$ cat src/rtl/ctu_clkseq_pkg.sv
// ---------------------------------------------------------------------------
// ctu_clkseq_pkg
// Shared definitions for the CTU J-Bus cluster clock/reset sequencer:
//   - seq_state_e : sequencer state encoding
//   - DEF_*       : default parameter values
//   - calc_cw()   : minimum counter width for a given parameter set
// ---------------------------------------------------------------------------
package ctu_clkseq_pkg;

    typedef enum logic [2:0] {
        ST_OFF      = 3'd0,
        ST_CK_UP    = 3'd1,
        ST_RST_HOLD = 3'd2,
        ST_RUN      = 3'd3,
        ST_WRM_RST  = 3'd4,
        ST_DBG      = 3'd5,
        ST_CK_DN    = 3'd6
    } seq_state_e;

    localparam int DEF_NUM_CL  = 4;
    localparam int DEF_STAGGER = 8;
    localparam int DEF_RST_CYC = 16;
    localparam int DEF_DBG_CYC = 4;
    localparam int DEF_CW      = 6;

    // Smallest width that holds max(num_cl*stagger, rst_cyc, dbg_cyc).
    function automatic int calc_cw(input int num_cl, input int stagger,
                                   input int rst_cyc, input int dbg_cyc);
        int m;
        m = num_cl * stagger;
        m = (rst_cyc > m) ? rst_cyc : m;
        m = (dbg_cyc > m) ? dbg_cyc : m;
        return $clog2(m + 1);
    endfunction

endpackage

$ cat src/rtl/ctu_jbus_clkrst_seq_if.sv
// ---------------------------------------------------------------------------
// ctu_jbus_clkrst_seq_if
// Request/enable inputs and header-control outputs of the sequencer.
//   master : the sequencer (consumes requests, drives header controls)
//   slave  : requesters / cluster headers
// ---------------------------------------------------------------------------
interface ctu_jbus_clkrst_seq_if
    import ctu_clkseq_pkg::*;
#(
    parameter int NUM_CL = DEF_NUM_CL
);
    logic              por_done;
    logic              wrm_rst_req;
    logic              dbg_init_req;
    logic              stop_req;
    logic [NUM_CL-1:0] cken_mask;
    logic [NUM_CL-1:0] cluster_cken;
    logic              grst_l;
    logic              gdbginit_l;
    logic              seq_busy;
    logic              seq_done;

    modport master (
        input  por_done, wrm_rst_req, dbg_init_req, stop_req, cken_mask,
        output cluster_cken, grst_l, gdbginit_l, seq_busy, seq_done
    );

    modport slave (
        output por_done, wrm_rst_req, dbg_init_req, stop_req, cken_mask,
        input  cluster_cken, grst_l, gdbginit_l, seq_busy, seq_done
    );
endinterface

$ cat src/rtl/ctu_clkseq_cnt.sv
// ---------------------------------------------------------------------------
// ctu_clkseq_cnt
// Loadable down-counter shared by every timed sequencer state. It counts
// down to zero and parks there; load has priority over decrement.
// Ports:
//   clk, rst_n : clock, asynchronous active-low reset
//   load       : load load_val this cycle
//   load_val   : value to load
//   zero       : count is zero
// ---------------------------------------------------------------------------
module ctu_clkseq_cnt
    import ctu_clkseq_pkg::*;
#(
    parameter int CW = DEF_CW
) (
    input  logic          clk,
    input  logic          rst_n,
    input  logic          load,
    input  logic [CW-1:0] load_val,
    output logic          zero
);
    logic [CW-1:0] cnt_q;
    logic [CW-1:0] cnt_d;

    // Next count: load, else decrement until zero.
    always_comb begin
        cnt_d = cnt_q;
        if (load) begin
            cnt_d = load_val;
        end else if (cnt_q != {CW{1'b0}}) begin
            cnt_d = cnt_q - {{(CW-1){1'b0}}, 1'b1};
        end else begin
            cnt_d = cnt_q;
        end
    end

    // Count register.
    always_ff @(posedge clk or negedge rst_n) begin
        if (!rst_n) begin
            cnt_q <= {CW{1'b0}};
        end else begin
            cnt_q <= cnt_d;
        end
    end

    assign zero = (cnt_q == {CW{1'b0}});

endmodule

$ cat src/rtl/ctu_jbus_clkrst_seq.sv
// ---------------------------------------------------------------------------
// ctu_jbus_clkrst_seq
// Power-on / warm-reset / debug-init / clock-stop sequencer for NUM_CL
// J-Bus cluster headers. Clock enables are staggered STAGGER cycles apart
// to limit di/dt, then grst_l is held for RST_CYC cycles before RUN.
// Ports:
//   rclk   : sequencer clock
//   arst_l : asynchronous active-low reset
//   bus    : requests in (por_done, wrm_rst_req, dbg_init_req, stop_req,
//            cken_mask); header controls out (cluster_cken, grst_l,
//            gdbginit_l, seq_busy, seq_done). All outputs are registered.
// ---------------------------------------------------------------------------
module ctu_jbus_clkrst_seq
    import ctu_clkseq_pkg::*;
#(
    parameter int NUM_CL  = DEF_NUM_CL,
    parameter int STAGGER = DEF_STAGGER,
    parameter int RST_CYC = DEF_RST_CYC,
    parameter int DBG_CYC = DEF_DBG_CYC,
    parameter int CW      = DEF_CW
) (
    input  logic                        rclk,
    input  logic                        arst_l,
    ctu_jbus_clkrst_seq_if.master       bus
);
    // Slot index runs 0..NUM_CL, so it needs one extra code.
    localparam int IW = $clog2(NUM_CL + 1);
    localparam logic [IW-1:0] IDX_END   = IW'(NUM_CL);
    localparam logic [IW-1:0] IDX_ONE   = IW'(1);
    localparam logic [IW-1:0] IDX_ZERO  = IW'(0);
    localparam logic [CW-1:0] LD_ZERO   = CW'(0);
    localparam logic [CW-1:0] LD_STAG   = CW'(STAGGER - 1);
    localparam logic [CW-1:0] LD_RST    = CW'(RST_CYC - 1);
    localparam logic [CW-1:0] LD_DBG    = CW'(DBG_CYC - 1);

    if ((CW < calc_cw(NUM_CL, STAGGER, RST_CYC, DBG_CYC)) ||
        (NUM_CL < 1) || (STAGGER < 1) || (RST_CYC < 1) || (DBG_CYC < 1)) begin : g_bad_params
        $error("ctu_jbus_clkrst_seq: illegal parameter set");
    end

    seq_state_e        state_q, state_d;
    logic [IW-1:0]     idx_q, idx_d;
    logic [NUM_CL-1:0] cken_q, cken_d;
    logic              grst_l_q, grst_l_d;
    logic              gdbginit_l_q, gdbginit_l_d;
    logic              seq_busy_q, seq_busy_d;
    logic              seq_done_q, seq_done_d;
    logic              cnt_load_s;
    logic [CW-1:0]     cnt_val_s;
    logic              cnt_zero_s;

    ctu_clkseq_cnt #(.CW(CW)) u_cnt (
        .clk      (rclk),
        .rst_n    (arst_l),
        .load     (cnt_load_s),
        .load_val (cnt_val_s),
        .zero     (cnt_zero_s)
    );

    // Next-state and next-output logic for the sequencer.
    always_comb begin
        state_d      = state_q;
        idx_d        = idx_q;
        cken_d       = cken_q;
        grst_l_d     = grst_l_q;
        gdbginit_l_d = gdbginit_l_q;
        seq_done_d   = seq_done_q;
        cnt_load_s   = 1'b0;
        cnt_val_s    = LD_ZERO;
        case (state_q)
            ST_OFF: begin
                if (bus.por_done && !bus.stop_req) begin
                    state_d    = ST_CK_UP;
                    idx_d      = IDX_ZERO;
                    cnt_load_s = 1'b1;
                    cnt_val_s  = LD_ZERO;
                end else begin
                    state_d = ST_OFF;
                end
            end
            ST_CK_UP: begin
                // One slot per cluster; masked clusters still use their slot.
                if (cnt_zero_s && (idx_q == IDX_END)) begin
                    state_d    = ST_RST_HOLD;
                    cnt_load_s = 1'b1;
                    cnt_val_s  = LD_RST;
                end else if (cnt_zero_s) begin
                    for (int i = 0; i < NUM_CL; i++) begin
                        cken_d[i] = (idx_q == IW'(i)) ? bus.cken_mask[i] : cken_q[i];
                    end
                    idx_d      = idx_q + IDX_ONE;
                    cnt_load_s = 1'b1;
                    cnt_val_s  = LD_STAG;
                end else begin
                    state_d = ST_CK_UP;
                end
            end
            ST_RST_HOLD, ST_WRM_RST, ST_DBG: begin
                if (cnt_zero_s) begin
                    state_d      = ST_RUN;
                    grst_l_d     = 1'b1;
                    gdbginit_l_d = 1'b1;
                    seq_done_d   = 1'b1;
                end else begin
                    state_d = state_q;
                end
            end
            ST_RUN: begin
                if (bus.stop_req) begin
                    state_d      = ST_CK_DN;
                    idx_d        = IDX_END;
                    grst_l_d     = 1'b0;
                    gdbginit_l_d = 1'b0;
                    seq_done_d   = 1'b0;
                    cnt_load_s   = 1'b1;
                    cnt_val_s    = LD_ZERO;
                end else if (bus.wrm_rst_req) begin
                    state_d      = ST_WRM_RST;
                    grst_l_d     = 1'b0;
                    gdbginit_l_d = 1'b0;
                    seq_done_d   = 1'b0;
                    cnt_load_s   = 1'b1;
                    cnt_val_s    = LD_RST;
                end else if (bus.dbg_init_req) begin
                    state_d      = ST_DBG;
                    gdbginit_l_d = 1'b0;
                    seq_done_d   = 1'b0;
                    cnt_load_s   = 1'b1;
                    cnt_val_s    = LD_DBG;
                end else begin
                    state_d = ST_RUN;
                end
            end
            ST_CK_DN: begin
                // idx counts down; slot idx clears cluster idx-1.
                if (cnt_zero_s && (idx_q == IDX_ZERO)) begin
                    state_d = ST_OFF;
                end else if (cnt_zero_s) begin
                    for (int i = 0; i < NUM_CL; i++) begin
                        cken_d[i] = (idx_q == IW'(i + 1)) ? 1'b0 : cken_q[i];
                    end
                    idx_d      = idx_q - IDX_ONE;
                    cnt_load_s = 1'b1;
                    cnt_val_s  = LD_STAG;
                end else begin
                    state_d = ST_CK_DN;
                end
            end
            default: begin
                state_d      = ST_OFF;
                idx_d        = IDX_ZERO;
                cken_d       = {NUM_CL{1'b0}};
                grst_l_d     = 1'b0;
                gdbginit_l_d = 1'b0;
                seq_done_d   = 1'b0;
            end
        endcase
        seq_busy_d = (state_d != ST_OFF) && (state_d != ST_RUN);
    end

    // State, slot index and registered outputs.
    always_ff @(posedge rclk or negedge arst_l) begin
        if (!arst_l) begin
            state_q      <= ST_OFF;
            idx_q        <= IDX_ZERO;
            cken_q       <= {NUM_CL{1'b0}};
            grst_l_q     <= 1'b0;
            gdbginit_l_q <= 1'b0;
            seq_busy_q   <= 1'b0;
            seq_done_q   <= 1'b0;
        end else begin
            state_q      <= state_d;
            idx_q        <= idx_d;
            cken_q       <= cken_d;
            grst_l_q     <= grst_l_d;
            gdbginit_l_q <= gdbginit_l_d;
            seq_busy_q   <= seq_busy_d;
            seq_done_q   <= seq_done_d;
        end
    end

    assign bus.cluster_cken = cken_q;
    assign bus.grst_l       = grst_l_q;
    assign bus.gdbginit_l   = gdbginit_l_q;
    assign bus.seq_busy     = seq_busy_q;
    assign bus.seq_done     = seq_done_q;

endmodule

$ cat src/flat_wrapper.sv
// flat-port wrapper written by rule: the top's interface ports become plain ports
module ctu_jbus_clkrst_seq_flat import ctu_clkseq_pkg::*;
#(
    parameter int NUM_CL  = DEF_NUM_CL,
    parameter int STAGGER = DEF_STAGGER,
    parameter int RST_CYC = DEF_RST_CYC,
    parameter int DBG_CYC = DEF_DBG_CYC,
    parameter int CW      = DEF_CW
)
  (rclk, arst_l, bus_por_done, bus_wrm_rst_req, bus_dbg_init_req, bus_stop_req, bus_cken_mask, bus_cluster_cken, bus_grst_l, bus_gdbginit_l, bus_seq_busy, bus_seq_done);
  ctu_jbus_clkrst_seq_if #(.NUM_CL(NUM_CL)) bus_i ();
  input  logic rclk;
  input  logic arst_l;
  input wire logic [$bits(bus_i.por_done)-1:0] bus_por_done;
  input wire logic [$bits(bus_i.wrm_rst_req)-1:0] bus_wrm_rst_req;
  input wire logic [$bits(bus_i.dbg_init_req)-1:0] bus_dbg_init_req;
  input wire logic [$bits(bus_i.stop_req)-1:0] bus_stop_req;
  input wire logic [$bits(bus_i.cken_mask)-1:0] bus_cken_mask;
  output wire logic [$bits(bus_i.cluster_cken)-1:0] bus_cluster_cken;
  output wire logic [$bits(bus_i.grst_l)-1:0] bus_grst_l;
  output wire logic [$bits(bus_i.gdbginit_l)-1:0] bus_gdbginit_l;
  output wire logic [$bits(bus_i.seq_busy)-1:0] bus_seq_busy;
  output wire logic [$bits(bus_i.seq_done)-1:0] bus_seq_done;
  assign bus_i.por_done = bus_por_done;
  assign bus_i.wrm_rst_req = bus_wrm_rst_req;
  assign bus_i.dbg_init_req = bus_dbg_init_req;
  assign bus_i.stop_req = bus_stop_req;
  assign bus_i.cken_mask = bus_cken_mask;
  assign bus_cluster_cken = bus_i.cluster_cken;
  assign bus_grst_l = bus_i.grst_l;
  assign bus_gdbginit_l = bus_i.gdbginit_l;
  assign bus_seq_busy = bus_i.seq_busy;
  assign bus_seq_done = bus_i.seq_done;
  ctu_jbus_clkrst_seq #(.NUM_CL(NUM_CL), .STAGGER(STAGGER), .RST_CYC(RST_CYC), .DBG_CYC(DBG_CYC), .CW(CW)) u_core (.rclk(rclk), .arst_l(arst_l), .bus(bus_i));
endmodule
$ cat config.mk
export PLATFORM = sky130hd
export DESIGN_NAME = ctu_jbus_clkrst_seq_flat
export DESIGN_NICKNAME = d
export VERILOG_FILES = /design/src/rtl/ctu_clkseq_pkg.sv /design/src/rtl/ctu_jbus_clkrst_seq_if.sv /design/src/rtl/ctu_clkseq_cnt.sv /design/src/rtl/ctu_jbus_clkrst_seq.sv /design/src/flat_wrapper.sv
export SDC_FILE = /design/constraint.sdc
export NUM_CORES = 1
export LEC_CHECK = 0
export CORE_ASPECT_RATIO = 1.5
export CORE_MARGIN = 3
export CORE_UTILIZATION = 50
export DETAILED_ROUTE_END_ITERATION = 16
export PLACE_DENSITY = 0.76
export SYNTH_ARGS = -nofsm -noshare
export SYNTH_HDL_FRONTEND = slang
export SYNTH_SLANG_ARGS = --single-unit
$ cat constraint.sdc
create_clock -name rclk -period 2.25 [get_ports rclk]
set_clock_uncertainty 0.05 [all_clocks]
set_input_delay 0.225 -clock rclk [delete_from_list [all_inputs] [get_ports rclk]]
set_output_delay 0.225 -clock rclk [all_outputs]
set_load 0.005 [all_outputs]
==> summary.md <==
| Metric | Value |
|---|---|
| Outcome | finished, violations left |
| Failing checks | negative setup slack |
| DRC | 0 |
| Post-DP HPWL | 2690 um |
| Drt first-iter violations | 67 |
| Share of the synthesized area in the top cell type | 0.332 |
| Placement-stage cell area | 0.00169 mm^2 |
| Final Cell Area | 0.00176 mm^2 |
| Most frequent cells in the layout | 19 x dfrtp_1, 18 x buf_4, 17 x nor2_1, 17 x clkdlybuf4s50_1, 13 x nand2_1 |
| Crit Path Class | register to register |
| Multi-input gate area | 841 um^2 |
| Total power draw | 2.46 mW |
| Die width | 49.7 um |
| Worst Path Required | 2.34 ns |
| Synth cell types | 47 |
| # hold bufs at CTS | 0 |
| CTS Buffer Depth | 2 |
| Number of global-route vias before repair | 1381 |
| EDFF count, synth | 0 |
| Relative slew slack | 0.647 |
| Die span in y | 71.6 um |
| Fin crit period | 2.29 ns |
| Initial antenna violation count | 0 |
| Post-synth ARST share | 1.00 |
| Setup slack after layout | -0.0397 ns |
| Storage element area | 475 um^2 |
| Sequential element share of the synthesized area | 0.332 |
| RSZ-0062 raised after global routing | yes |
| Static leakage | 0.801 nW |
| Final hold viol count | 0 |
| Synthesized Nets | 178 |
| Share of cells above drive strength 1 | 0.171 |
| Cells after Synth | 160 |
| Setup Total Neg Slack | -0.0397 ns |
| Avg Inst Size Synth | 8.96 um^2 |
| Synthesized flop and latch total | 19 |
| Final ANT Viol Nets | 0 |
| WL/cell | 15.3 um |
| Clock-pin slew on the worst setup and hold paths | 0.07 ns |
| Largest net degree at the start of global routing | 20 |
| Pwr dens | 1400 mW/mm^2 |
| Total global-route track usage | 0.216 |
| DRT Pass-1 Iters | 4 |
| Pre-CTS setup slack | -0.0974 ns |
| First-pass GRT wire length | 6040 um |
| CTS Sinks | 19 |
| Max Slew Vio Count | 0 |
| Synthesis Warnings | 0 |
| Placeable Area | 0.00271 mm^2 |
| Fmax | 437 MHz |
| H-tree depth | 1 |
| Yosys top cell by area | dfrtp_1 |
| Tcrit/Tclk final | 1.02 |
| Synth top area cells | dfrtp_1 33%, ha_1 7.0%, nor2_1 4.5% |
| Port-buffer cells | 17 |
| Skew-Pair Late Insertion Delay | 0.26 ns |
| # setup viols final | 1 |
| Fill cells | 251 |
| Commonest non-fill, non-tap cell in the layout | dfrtp_1 |
| Routability-driven placement congestion ratio | 0.839 |
| TritonCTS clock tree | yes |
| DR vias/cell | 5.93 |
| CP max stage cell | or4b_4 |
| Least-Margin Pin Slew | 0.529 ns |
| Die area | 0.00356 mm^2 |
| I/O Pins | 18 |
| MaxCap Viol Count | 0 |
| Number of buffers created by CTS | 3 |
| Cells after DPL | 224 |
| Row count | 23 |
| DRT Wirelength | 3520 um |
| Via count | 1363 |
| Slowest stage delay, CP | 0.51 ns |
| CTS root buffer | clkbuf_8 |
| CP max FO | 4 |
| Fin cells | 230 |
| VDD IR max | 888 uV |
| Worst-path cell chain | inv_2 > ha_4 > or4b_4 > o311a_1 > a221o_1 > nand2b_1 > or3b_1 |
| Leading register cell type out of synthesis | dfrtp_1 |
| Crit path DAT | 2.38 ns |
| Area growth syn-to-layout | 22.9% |
| HP Class | input pin to async pin |
| N_diodes | 0 |
| Total gr overflow | 0 |
| Worst setup EP type | register |
| Initial core utilization | 0.530 |
| Mapped cell area | 0.00143 mm^2 |
| Final nets | 212 |
| Worst Setup Start Kind | register |
==> through the flow <==
stage          hold WS [ns]  utilization
4_1_cts               0.270        0.647
3_3_place_gp          0.443        0.624
2_1_floorplan        -0.121            -
5_1_grt               0.288        0.651
6_report              0.256        0.651
3_5_place_dp          0.453        0.624
==> registers in the layout, summed over array words and instances, names as in the netlist <==
name	cells
u_core.idx_q	3
u_core.bus.seq_busy	1
u_core.u_cnt.cnt_q	6
u_core.bus.grst_l	1
u_core.bus.cluster_cken	4
u_core.state_q	3
u_core.bus.gdbginit_l	1
==> logic make-up after synthesis <==
| group | share of synthesized area |
|---|---|
| fa+ha+maj | 0.0698 |
| flops | 0.332 |
| mux | 0.0288 |
| xor+xnor | 0.0183 |
| buf+inv | 0.0934 |
| simple gates | 0.235 |
| compound gates | 0.223 |
==> critical path, delay by kind of cell (launching register included) <==
kind / cells / cell delay (ns)
compound gates: 2 / 0.59
fa+ha+maj: 1 / 0.15
flops: 1 / 0.39
buf+inv: 1 / 0.09
simple gates: 3 / 0.91
==> per-layer routing <==
| metal | track usage | wire [um] | part of all wire | vias to the layer above |
|---|---|---|---|---|
| li1 | - | - | - | 645 |
| met3 | 0.0208 | 95 | 0.027 | 9 |
| met4 | 0.0923 | 79 | 0.022 | 0 |
| met2 | 0.409 | 1990 | 0.57 | 26 |
| met1 | 0.238 | 1350 | 0.38 | 683 |
| met5 | 0 | 0 | 0 | - |
==> area by class of cell <==
cell class,count,area share
tap,37,0.0263
clock buffer,4,0.0256
sequential,19,0.270
multi-input combinational,122,0.477
timing repair buffer,35,0.173
inverter,13,0.0277
==> synth_stat cells, types with 3 or more instances <==
library cell,instances
a21oi_1,10
clkbuf_8,3
dfrtp_1,19
ha_1,8
inv_1,13
mux2i_1,3
nand2_1,13
nand2b_1,3
nand3_1,4
nor2_1,17
nor2b_1,4
nor3_1,4
o21ai_0,8
o221ai_1,3
o22ai_1,4
o2bb2ai_1,4
==> worst paths after layout <==
path                                       startpoint                          to  slack (ns)  cells past startpoint
max                             u_core.u_cnt.cnt_q[0]         u_core.bus.seq_busy       -0.04                      7
min                                            arst_l       u_core.u_cnt.cnt_q[0]        0.26                      2
max reg2reg                     u_core.u_cnt.cnt_q[0]         u_core.bus.seq_busy       -0.04                      7
min reg2reg                u_core.bus.cluster_cken[0]  u_core.bus.cluster_cken[0]        0.47                      2
max in group asynchronous                      arst_l             u_core.idx_q[0]        1.69                      2
min in group rclk                    bus_cken_mask[2]  u_core.bus.cluster_cken[2]        0.46                      3
==> power by group <==
| part | internal (mW) | switching, mW |
|---|---|---|
| clock | 0.126 | 0.117 |
| sequential | 0.494 | 0.134 |
| combinational | 0.803 | 0.785 |
| total | 1.42 | 1.04 |
==> timing repair <==
action / 4_1_cts / 5_1_grt
pin swaps: 1 / 1
endpoints found under the hold margin: 0 / 0
gates resized for setup: 3 / 2
setup buffers: 1 / 1
setup endpoints to repair: 2 / 4
Power figures use the tool's default switching activity.
